===== config.mk =====
export PLATFORM = sky130hd
export DESIGN_NAME = serial_adder_ctrl
export DESIGN_NICKNAME = d
export VERILOG_FILES = /design/src/rtl/serial_adder_ctrl.sv
export SDC_FILE = /design/constraint.sdc
export NUM_CORES = 1
export LEC_CHECK = 0
export ABC_CLOCK_PERIOD_IN_PS = 1890
export CORE_MARGIN = 5
export CORE_UTILIZATION = 45
export CTS_CLUSTER_DIAMETER = 40
export CTS_CLUSTER_SIZE = 25
export DETAILED_ROUTE_END_ITERATION = 8
export GPL_TIMING_DRIVEN = 0
export PLACE_DENSITY = 0.74
export SKIP_CTS_REPAIR_TIMING = 1
export SLEW_MARGIN = 20
export SYNTH_ARGS = -nofsm -noshare
export SYNTH_HDL_FRONTEND = slang
export SYNTH_SLANG_ARGS = --single-unit

===== constraint.sdc =====
create_clock -name clk -period 1.89 [get_ports clk]
set_clock_uncertainty 0.15 [all_clocks]
set_input_delay 0.2835 -clock clk [delete_from_list [all_inputs] [get_ports clk]]
set_output_delay 0.2835 -clock clk [all_outputs]
set_load 0.02 [all_outputs]

===== src/rtl/serial_adder_ctrl.sv =====
// Bit-serial adder sequencer: one full-adder slice built from two half adders is
// time-shared over WIDTH cycles, LSB first, behind a start/busy/done handshake.

module halfadder (
    input  logic a,
    input  logic b,
    output logic s,
    output logic c
);
    assign s = a ^ b;
    assign c = a & b;
endmodule

module serial_adder_ctrl #(
    parameter int WIDTH = 8
) (
    input  logic             clk,
    input  logic             rst,
    input  logic             start,
    input  logic [WIDTH-1:0] a,
    input  logic [WIDTH-1:0] b,
    input  logic             cin,
    output logic             busy,
    output logic             done,
    output logic [WIDTH-1:0] sum,
    output logic             cout
);
    localparam int CW = $clog2(WIDTH);
    localparam logic [CW-1:0] LAST = CW'(WIDTH - 1);

    typedef enum logic [1:0] {
        IDLE = 2'd0,
        RUN  = 2'd1,
        DONE = 2'd2
    } state_t;

    state_t          state, state_next;
    logic [WIDTH-1:0] op_a, op_b, sum_r;
    logic             carry, cout_r;
    logic [CW-1:0]    cnt;
    logic             s1, c1, s, c2, co, last;

    halfadder u_ha1 (.a(op_a[0]), .b(op_b[0]), .s(s1), .c(c1));
    halfadder u_ha2 (.a(s1),      .b(carry),   .s(s),  .c(c2));

    assign co   = c1 | c2;
    assign last = (cnt == LAST);
    assign sum  = sum_r;
    assign cout = cout_r;

    always_ff @(posedge clk) begin
        if (rst) state <= IDLE;
        else     state <= state_next;
    end

    always_comb begin
        state_next = state;
        busy       = 1'b0;
        done       = 1'b0;
        unique case (state)
            IDLE: if (start) state_next = RUN;
            RUN: begin
                busy = 1'b1;
                if (last) state_next = DONE;
            end
            DONE: begin
                done       = 1'b1;
                state_next = IDLE;
            end
            default: state_next = IDLE;
        endcase
    end

    // Result bits enter at the MSB, so after WIDTH shifts bit 0 lands at sum[0].
    always_ff @(posedge clk) begin
        if (rst) begin
            op_a   <= '0;
            op_b   <= '0;
            sum_r  <= '0;
            carry  <= 1'b0;
            cout_r <= 1'b0;
            cnt    <= '0;
        end else begin
            unique case (state)
                IDLE: begin
                    if (start) begin
                        op_a   <= a;
                        op_b   <= b;
                        carry  <= cin;
                        cnt    <= '0;
                        sum_r  <= '0;
                        cout_r <= 1'b0;
                    end
                end
                RUN: begin
                    sum_r <= {s, sum_r[WIDTH-1:1]};
                    op_a  <= op_a >> 1;
                    op_b  <= op_b >> 1;
                    carry <= co;
                    cnt   <= cnt + CW'(1);
                    if (last) cout_r <= co;
                end
                default: ;
            endcase
        end
    end
endmodule

==> flow_summary.json, run 1 <==
{
  "path_class": "reg2out",
  "die_area_um2": 4350,
  "cts_tree": "built",
  "synth_top_area_share_pct": 44.0,
  "synth_edf_count": 0,
  "crit_path_max_fanout": 3,
  "rsz0062_at_grt": "no",
  "setup_slack_ns": 0.147,
  "p_sw_share_pct": 26.7,
  "min_period_over_period_pct": 92.2,
  "critPathTopFamily": "buffers and inverters",
  "crit_path_top_delay_cell": "clkdlybuf4s50_1",
  "cts_max_level": 2,
  "internal-power_uw": 958,
  "cp_slowest_stage_delay_ns": 0.62,
  "clock_tree.buffer_depth": 2,
  "cp-start-kind": "flop",
  "grtUsageTotal_pct": 15.4,
  "final_cells": 216,
  "syn_inst": 136,
  "drv_cap": 0,
  "cp_num_buf_inv": 1,
  "core-area_um2": 3030,
  "async_flop_share_pct": 0,
  "hpwl_um": 2140,
  "clk_latency_ns": 0.32,
  "ioPinCount": 31,
  "wl_per_cell_um": 13.3,
  "row_count": 20,
  "fillers": 270,
  "hold_viol_final": 0,
  "synth-simple-area-share_pct": 10.7,
  "diodes": 0,
  "numCtsBuffers": 5,
  "grt_pass1_vias": 1171,
  "final_util_pct": 59.7,
  "max_slew_margin_pct": 57.1,
  "avgSynthCellArea_um2": 10.4,
  "drt-pass1-iter-count": 4,
  "synth_top_family_by_area": "compound AO/OA/AOI/OAI gates",
  "cts-root-buf": "clkbuf_4",
  "grt_max_degree": 11,
  "yosys_warnings": 0,
  "die-height_um": 66.0,
  "synth_compound_area_share_pct": 23.6,
  "seq_power_share_pct": 54.8,
  "yosys.area.top_type": "dfxtp_1",
  "grt_overflow_total": 0,
  "path_cells": "clkdlybuf4s50_1",
  "area_delta_synth_final_pct": 28.3,
  "clock.fmax_mhz": 574,
  "status": "complete, no violations",
  "ys_types": 25,
  "syn_nets": 159,
  "post_route_cells_drive_above_1_share_pct": 17.4,
  "totalWireLength_um": 2880,
  "synth-xor-area-share_pct": 0,
  "start_util_pct": 46.5,
  "hp-class": "reg2reg",
  "clk_pin_slew_ns": 0.08,
  "cp-end-kind": "output pin",
  "syn_area_um2": 1410,
  "nNetsFinal": 196,
  "switching_power_uw": 348,
  "die_w_um": 66.0,
  "fin_crit_ns": 1.74,
  "antenna_found_initial": 0,
  "grt_first_pass_wirelength_um": 5070,
  "cp.required_ns": 1.46,
  "crit_arrival_ns": 1.31,
  "p_clk_share_pct": 25.4,
  "yosys_register_bits": 31,
  "muxShareOfSynthArea_pct": 10.7,
  "via_per_inst": 5.14,
  "yosysSeqAreaShare_pct": 44.0,
  "io_buffers": 30,
  "dr_total_vias": 1110,
  "place_inst": 210,
  "powerDensity_nw_per_um2": 722,
  "gp_congestion": 0.724,
  "p_leak_uw": 0.000709,
  "p_comb_share_pct": 19.9,
  "worst_pin_slew_ns": 0.643,
  "postRouteAntennaNets": 0,
  "synth_area_leaders": "dfxtp_1 44%, a211oi_2 13%, mux2i_1 11%, nor2_1 7.5%, a22oi_1 5.3%",
  "place_ws_ns": 0.00485,
  "ys.flop_type": "dfxtp_1",
  "ir_worst_vdd_uv": 436,
  "drv_slew": 0,
  "finalSetupViolCount": 0,
  "drc": 0,
  "cts_sinks": 31,
  "synth_adder_area_share_pct": 3.20,
  "drt_iter0_drc": 36
}
[sequential cells by signal, summed over array words and instances (netlist names)]
name / cells
state: 2
cout: 1
carry: 1
op_a: 8
sum: 8
cnt: 3
op_b: 8
[worst paths after layout]
path                 from  endpoint  slack (ns)  cells after the start
setup reg to reg    carry    sum[7]        0.41                      5
hold reg to reg   op_b[7]   op_b[7]        0.34                      2
setup / recovery     cout      cout        0.15                      1
hold / removal    op_b[7]   op_b[7]        0.34                      2
[power by group through the flow]
stage          clock network, uW  registers, uW  logic [uW]
3_3_place_gp                   0            728         258
3_5_place_dp                   0            731         264
2_1_floorplan                  0            727         179
6_report                     331            715         260
5_1_grt                      383            721         287
4_1_cts                      348            716         266
[synthesized netlist by cell type, types with 2 or more instances]
library cell / count
a211oi_2: 15
a21oi_1: 4
a22oi_1: 10
buf_1: 2
buf_4: 4
buf_6: 2
dfxtp_1: 31
ha_1: 2
inv_1: 7
mux2i_1: 15
nand4_1: 2
nor2_1: 28
o21ai_0: 2
[cell type report]
type                            instances  area (um2)  area share [%]
Multi-Input combinational cell         88         683            37.8
Sequential cell                        31         621            34.3
Timing Repair Buffer                   30         298            16.5
Buffer                                 10        83.8            4.64
Tap cell                               44        55.1            3.04
Clock buffer                            6        41.3            2.28
Inverter                                7        26.3            1.45
[kinds of logic after synthesis]
logic type | count (synthesis)
adders and majority gates | 3
buffers and inverters | 17
and+or+nand+nor | 35
DFF | 31
muxes | 15
AOI/OAI and AO/OA | 35
[tightest hold or removal path, stage by stage, from the launching register on]
cell and delay [ns]:
dfxtp_1 0.32, o21ai_0 0.07, a21oi_1 0.06
[routing by layer]
| metal | up-vias | global-route usage, % | wire, um | part of all wire [%] |
|---|---|---|---|---|
| li1 | 556 | - | - | - |
| met3 | 7 | 6.29 | 162 | 5.6 |
| met5 | - | 0 | 0 | 0 |
| met4 | 0 | 6.85 | 49 | 1.7 |
| met2 | 23 | 25.2 | 1400 | 49 |
| met1 | 524 | 17.4 | 1260 | 44 |
[cells in the final DEF, fill, tap and decap left out, types with 2 or more instances in the layout]
master / n
dfxtp_1: 31
nor2_1: 28
clkdlybuf4s50_1: 28
mux2i_1: 15
a211oi_2: 15
a22oi_1: 10
inv_1: 7
clkbuf_4: 5
buf_4: 4
a21oi_1: 4
buf_6: 2
buf_1: 2
clkbuf_1: 2
nand4_1: 2
o21ai_0: 2
ha_1: 2
[stage by stage]
stage	hold WS (ns)	total power, uW	TNS, ns	cell area (um2)
floorplan	0.301	907	0	1410
global placement	0.319	986	0	1760
detailed placement	0.327	994	0	1760
CTS	0.339	1330	-0.649	1810
global route	0.369	1390	0	1810
finish	0.338	1310	0	1810
No activity file was read; power rests on OpenSTA's default activity.
==> run 2, diff against run 1 <==
--- a/config.mk
+++ b/config.mk
@@ -7,12 +7,12 @@
 export LEC_CHECK = 0
 export ABC_CLOCK_PERIOD_IN_PS = 1890
 export CORE_MARGIN = 5
-export CORE_UTILIZATION = 45
+export CORE_UTILIZATION = 36
 export CTS_CLUSTER_DIAMETER = 40
 export CTS_CLUSTER_SIZE = 25
 export DETAILED_ROUTE_END_ITERATION = 8
 export GPL_TIMING_DRIVEN = 0
-export PLACE_DENSITY = 0.74
+export PLACE_DENSITY = 0.62
 export SKIP_CTS_REPAIR_TIMING = 1
 export SLEW_MARGIN = 20
 export SYNTH_ARGS = -nofsm -noshare
==> flow_summary.json, run 2 (synthesis results as in run 1) <==
{
  "status": "complete, no violations",
  "p_leak_uw": 0.000749,
  "fin_crit_ns": 1.76,
  "start_util_pct": 37.9,
  "min_period_over_period_pct": 93.1,
  "cp.required_ns": 1.46,
  "ioPinCount": 31,
  "hold_viol_final": 0,
  "rsz0062_at_grt": "no",
  "wl_per_cell_um": 13.5,
  "grt_first_pass_wirelength_um": 5160,
  "io_buffers": 30,
  "grt_max_degree": 11,
  "path_class": "reg2out",
  "path_cells": "nor2b_4 > buf_4 > dlymetal6s2s_1",
  "drv_slew": 0,
  "cp-end-kind": "output pin",
  "clk_pin_slew_ns": 0.06,
  "cp_num_buf_inv": 2,
  "ir_worst_vdd_uv": 507,
  "finalSetupViolCount": 0,
  "layout_commonest_cell": "dfxtp_1",
  "totalWireLength_um": 3000,
  "grtUsageTotal_pct": 12.4,
  "clock.fmax_mhz": 569,
  "cts_max_level": 2,
  "final_util_pct": 50.6,
  "nNetsFinal": 196,
  "crit_arrival_ns": 1.33,
  "via_per_inst": 4.86,
  "layout_common_cells": "31 x dfxtp_1, 28 x nor2_1, 28 x clkdlybuf4s50_1",
  "diodes": 0,
  "grt_overflow_total": 0,
  "drc": 0,
  "crit_path_max_fanout": 10,
  "clock_tree.buffer_depth": 2,
  "antenna_found_initial": 0,
  "dr_total_vias": 1078,
  "hp-class": "reg2reg",
  "cts_sinks": 31,
  "place_inst": 214,
  "max_slew_margin_pct": 53.2,
  "cts_tree": "built",
  "clk_latency_ns": 0.28,
  "hpwl_um": 2180,
  "area_delta_synth_final_pct": 33.4,
  "final_cells": 222,
  "die_w_um": 72.6,
  "critPathTopFamily": "buffers and inverters",
  "cp-start-kind": "flop",
  "cts-root-buf": "clkbuf_8",
  "die_area_um2": 5260,
  "worst_pin_slew_ns": 0.702,
  "drt_iter0_drc": 37,
  "postRouteAntennaNets": 0,
  "die-height_um": 72.6,
  "powerDensity_nw_per_um2": 821,
  "grt_pass1_vias": 1178,
  "crit_path_top_delay_cell": "dfxtp_1",
  "post_route_cells_drive_above_1_share_pct": 17.8,
  "drv_cap": 0,
  "drt-pass1-iter-count": 4,
  "cp_slowest_stage_delay_ns": 0.40,
  "core-area_um2": 3720,
  "numCtsBuffers": 5,
  "row_count": 22,
  "fillers": 365,
  "gp_congestion": 0.722
}
## run 2: final timing paths
| kind | startpoint | to | slack (ns) | cells past startpoint |
|---|---|---|---|---|
| setup / recovery | state[0] | busy | 0.13 | 3 |
| hold / removal | cout | cout | 0.32 | 2 |
| setup reg to reg | op_b[0] | sum[7] | 0.43 | 5 |
| hold reg to reg | cout | cout | 0.32 | 2 |
## run 2: final cells by class
class / instances / area, um2 / area share (%)
plain buffers: 10 / 83.8 / 4.46
clock buffers: 8 / 100 / 5.33
inverters: 7 / 26.3 / 1.40
multi-input cells: 88 / 683 / 36.4
flip-flops and latches: 31 / 621 / 33.0
well taps: 48 / 60.1 / 3.20
repair buffers: 30 / 305 / 16.2
## run 2: metal layers
| metal | share of wire [%] | global-route usage (%) | wire length (um) |
|---|---|---|---|
| met5 | 0 | 0 | 0 |
| met4 | 1.0 | 5.94 | 31 |
| met3 | 5.5 | 3.88 | 165 |
| met2 | 47 | 18.9 | 1390 |
| met1 | 47 | 15.8 | 1400 |
## run 2: power by group
part / leakage, uW / internal [uW] / switching, uW
combinational: 0.000443 / 134 / 128
sequential: 0.000255 / 694 / 22.7
clock: 0.0000515 / 332 / 233
total: 0.000749 / 1160 / 384
## run 2: tightest hold or removal path, cell delays in order, from the launching register on
cell     delay, ns
dfxtp_1       0.32
nand2_1       0.06
a21oi_1       0.05
## run 2: metrics by stage
step / power, uW / hold slack, ns / TNS (ns) / cell area, um2 / worst slack [ns]
floorplan: 907 / 0.301 / 0 / 1410 / 0.512
global placement: 987 / 0.322 / 0 / 1770 / 0.0304
detailed placement: 996 / 0.314 / 0 / 1770 / 0.0170
CTS: 1570 / 0.324 / -0.493 / 1870 / -0.303
global route: 1610 / 0.347 / 0 / 1880 / 0.0580
finish: 1540 / 0.324 / 0 / 1880 / 0.131
==> run 3, diff against run 2 <==
--- a/config.mk
+++ b/config.mk
@@ -5,14 +5,15 @@
 export SDC_FILE = /design/constraint.sdc
 export NUM_CORES = 1
 export LEC_CHECK = 0
-export ABC_CLOCK_PERIOD_IN_PS = 1890
+export ABC_CLOCK_PERIOD_IN_PS = 1500
 export CORE_MARGIN = 5
 export CORE_UTILIZATION = 36
 export CTS_CLUSTER_DIAMETER = 40
 export CTS_CLUSTER_SIZE = 25
 export DETAILED_ROUTE_END_ITERATION = 8
+export GPL_ROUTABILITY_DRIVEN = 0
 export GPL_TIMING_DRIVEN = 0
-export PLACE_DENSITY = 0.62
+export PLACE_DENSITY = 0.64
 export SKIP_CTS_REPAIR_TIMING = 1
 export SLEW_MARGIN = 20
 export SYNTH_ARGS = -nofsm -noshare
==> constraint.sdc (replaced) <==
create_clock -name clk -period 1.5 [get_ports clk]
set_clock_uncertainty 0.15 [all_clocks]
set_input_delay 0.225 -clock clk [delete_from_list [all_inputs] [get_ports clk]]
set_output_delay 0.225 -clock clk [all_outputs]
set_load 0.02 [all_outputs]
==> flow_summary.json, run 3 (synthesis results as in run 1) <==
{
  "io_buffers": 30,
  "totalWireLength_um": 3100,
  "grt_max_degree": 11,
  "finalSetupViolCount": 0,
  "p_leak_uw": 0.000939,
  "status": "complete, no violations",
  "drt-pass1-iter-count": 4,
  "worst_pin_slew_ns": 0.645,
  "drv_slew": 0,
  "area_delta_synth_final_pct": 40.6,
  "cts_tree": "built",
  "start_util_pct": 37.9,
  "cts_max_level": 2,
  "antenna_found_initial": 0,
  "hpwl_um": 2240,
  "holdCritStartpoint": "cout",
  "min_period_over_period_pct": 99.2,
  "cp_slowest_stage_delay_ns": 0.35,
  "grt_first_pass_wirelength_um": 5330,
  "row_count": 22,
  "grtUsageTotal_pct": 13.0,
  "layout_common_cells": "27 x nor2_1, 26 x dfxtp_1, 19 x clkdlybuf4s50_1",
  "holdPathStages": 2,
  "grt_pass1_vias": 1185,
  "cts_sinks": 31,
  "whs_endpoint": "cout",
  "cp_num_buf_inv": 2,
  "path_class": "reg2out",
  "clock.fmax_mhz": 672,
  "clock_tree.buffer_depth": 2,
  "die_w_um": 72.6,
  "path_cells": "nor2b_4 > buf_6 > buf_6",
  "ir_worst_vdd_uv": 378,
  "wl_per_cell_um": 13.3,
  "drt_iter0_drc": 27,
  "core-area_um2": 3720,
  "die-height_um": 72.6,
  "dr_total_vias": 1137,
  "r2r-start": "op_a[0]",
  "clk_pin_slew_ns": 0.06,
  "ff2ff_path_depth": 5,
  "crit_path_max_fanout": 10,
  "postRouteAntennaNets": 0,
  "crit_arrival_ns": 1.11,
  "cp-end-kind": "output pin",
  "hold_viol_final": 0,
  "crit_top_cell": "buf_6",
  "rsz0062_at_grt": "yes",
  "via_per_inst": 4.88,
  "clk_latency_ns": 0.28,
  "layout_commonest_cell": "nor2_1",
  "numCtsBuffers": 5,
  "whs_ns": 0.324,
  "critPathTopFamily": "flip-flops",
  "drc": 0,
  "tns_ns": 0,
  "powerDensity_nw_per_um2": 954,
  "max_slew_margin_pct": 57.0,
  "hp-class": "reg2reg",
  "die_area_um2": 5260,
  "cp.required_ns": 1.12,
  "nNetsFinal": 207,
  "fin_crit_ns": 1.49,
  "diodes": 0,
  "r2r-end": "sum[7]",
  "cts-root-buf": "clkbuf_8",
  "grt_overflow_total": 0,
  "post_route_cells_drive_above_1_share_pct": 27.0,
  "crit_path_top_delay_cell": "dfxtp_2",
  "ioPinCount": 31,
  "r2r_slack_ns": 0.05,
  "drv_cap": 0,
  "cp-start-kind": "flop"
}
## run 3: changes by cell type in the layout (fill, tap and decap cells not counted), moves of 2 or more
cell / change
clkbuf_8: -2
clkdlybuf4s50_1: -9
dlymetal6s2s_1: +7
buf_4: +10
dfxtp_1: -5
buf_6: +3
dfxtp_2: +5
## run 3: cell type report
type,count,area (um2)
sequential,31,627
tap,48,60.1
clock inverter,1,5.00
fill,344,1740
multi-input combinational,88,691
buffer,10,87.6
timing repair buffer,41,408
clock buffer,7,76.3
inverter,7,26.3
## run 3: where the power goes
part | total, uW | switching [uW] | internal (uW) | leakage, uW
Clock | 611 | 287 | 325 | 0.0000422
Combinational | 372 | 172 | 200 | 0.000640
Sequential | 905 | 29.0 | 876 | 0.000256
Total | 1890 | 488 | 1400 | 0.000939
## run 3: per-stage QoR
step | area (um2) | utilization, % | power, uW | setup WS [ns] | std cells
2_1_floorplan | 1410 | - | 1140 | 0.122 | 136
3_3_place_gp | 1770 | 47.6 | 1240 | -0.301 | 214
3_5_place_dp | 1770 | 47.6 | 1260 | -0.321 | 214
4_1_cts | 1850 | 49.8 | 1880 | -0.629 | 222
5_1_grt | 1980 | 53.3 | 2000 | -0.0452 | 233
6_report | 1980 | 53.3 | 1890 | 0.0118 | 233
## run 3: per-layer routing
layer  vias up  wire length [um]  GRT usage [%]
li1        578                 -              -
met1       522              1360           14.9
met2        33              1450           20.6
met3         4               258           6.37
met4         0                36           4.92
met5         -                 0              0
## run 3: worst register-to-register path: cells and delay by family (launching register included)
family                   cells  cell delay [ns]
buffers and inverters        2             0.09
AO/OA/AOI/OAI                1             0.17
AND/OR/NAND/NOR              1             0.05
adder cells (fa/ha/maj)      1             0.54
flip-flops                   1             0.33
## run 3: how the worst max path moves through the flow
stage          startpoint      to  slack [ns]  depth (start not counted)
4_1_cts          state[0]    busy       -0.63                          3
3_3_place_gp     state[0]    busy       -0.30                          3
2_1_floorplan       carry  sum[7]        0.12                          5
6_report         state[0]    busy        0.01                          3
3_5_place_dp     state[0]    busy       -0.32                          3
5_1_grt          state[0]    busy       -0.05                          3
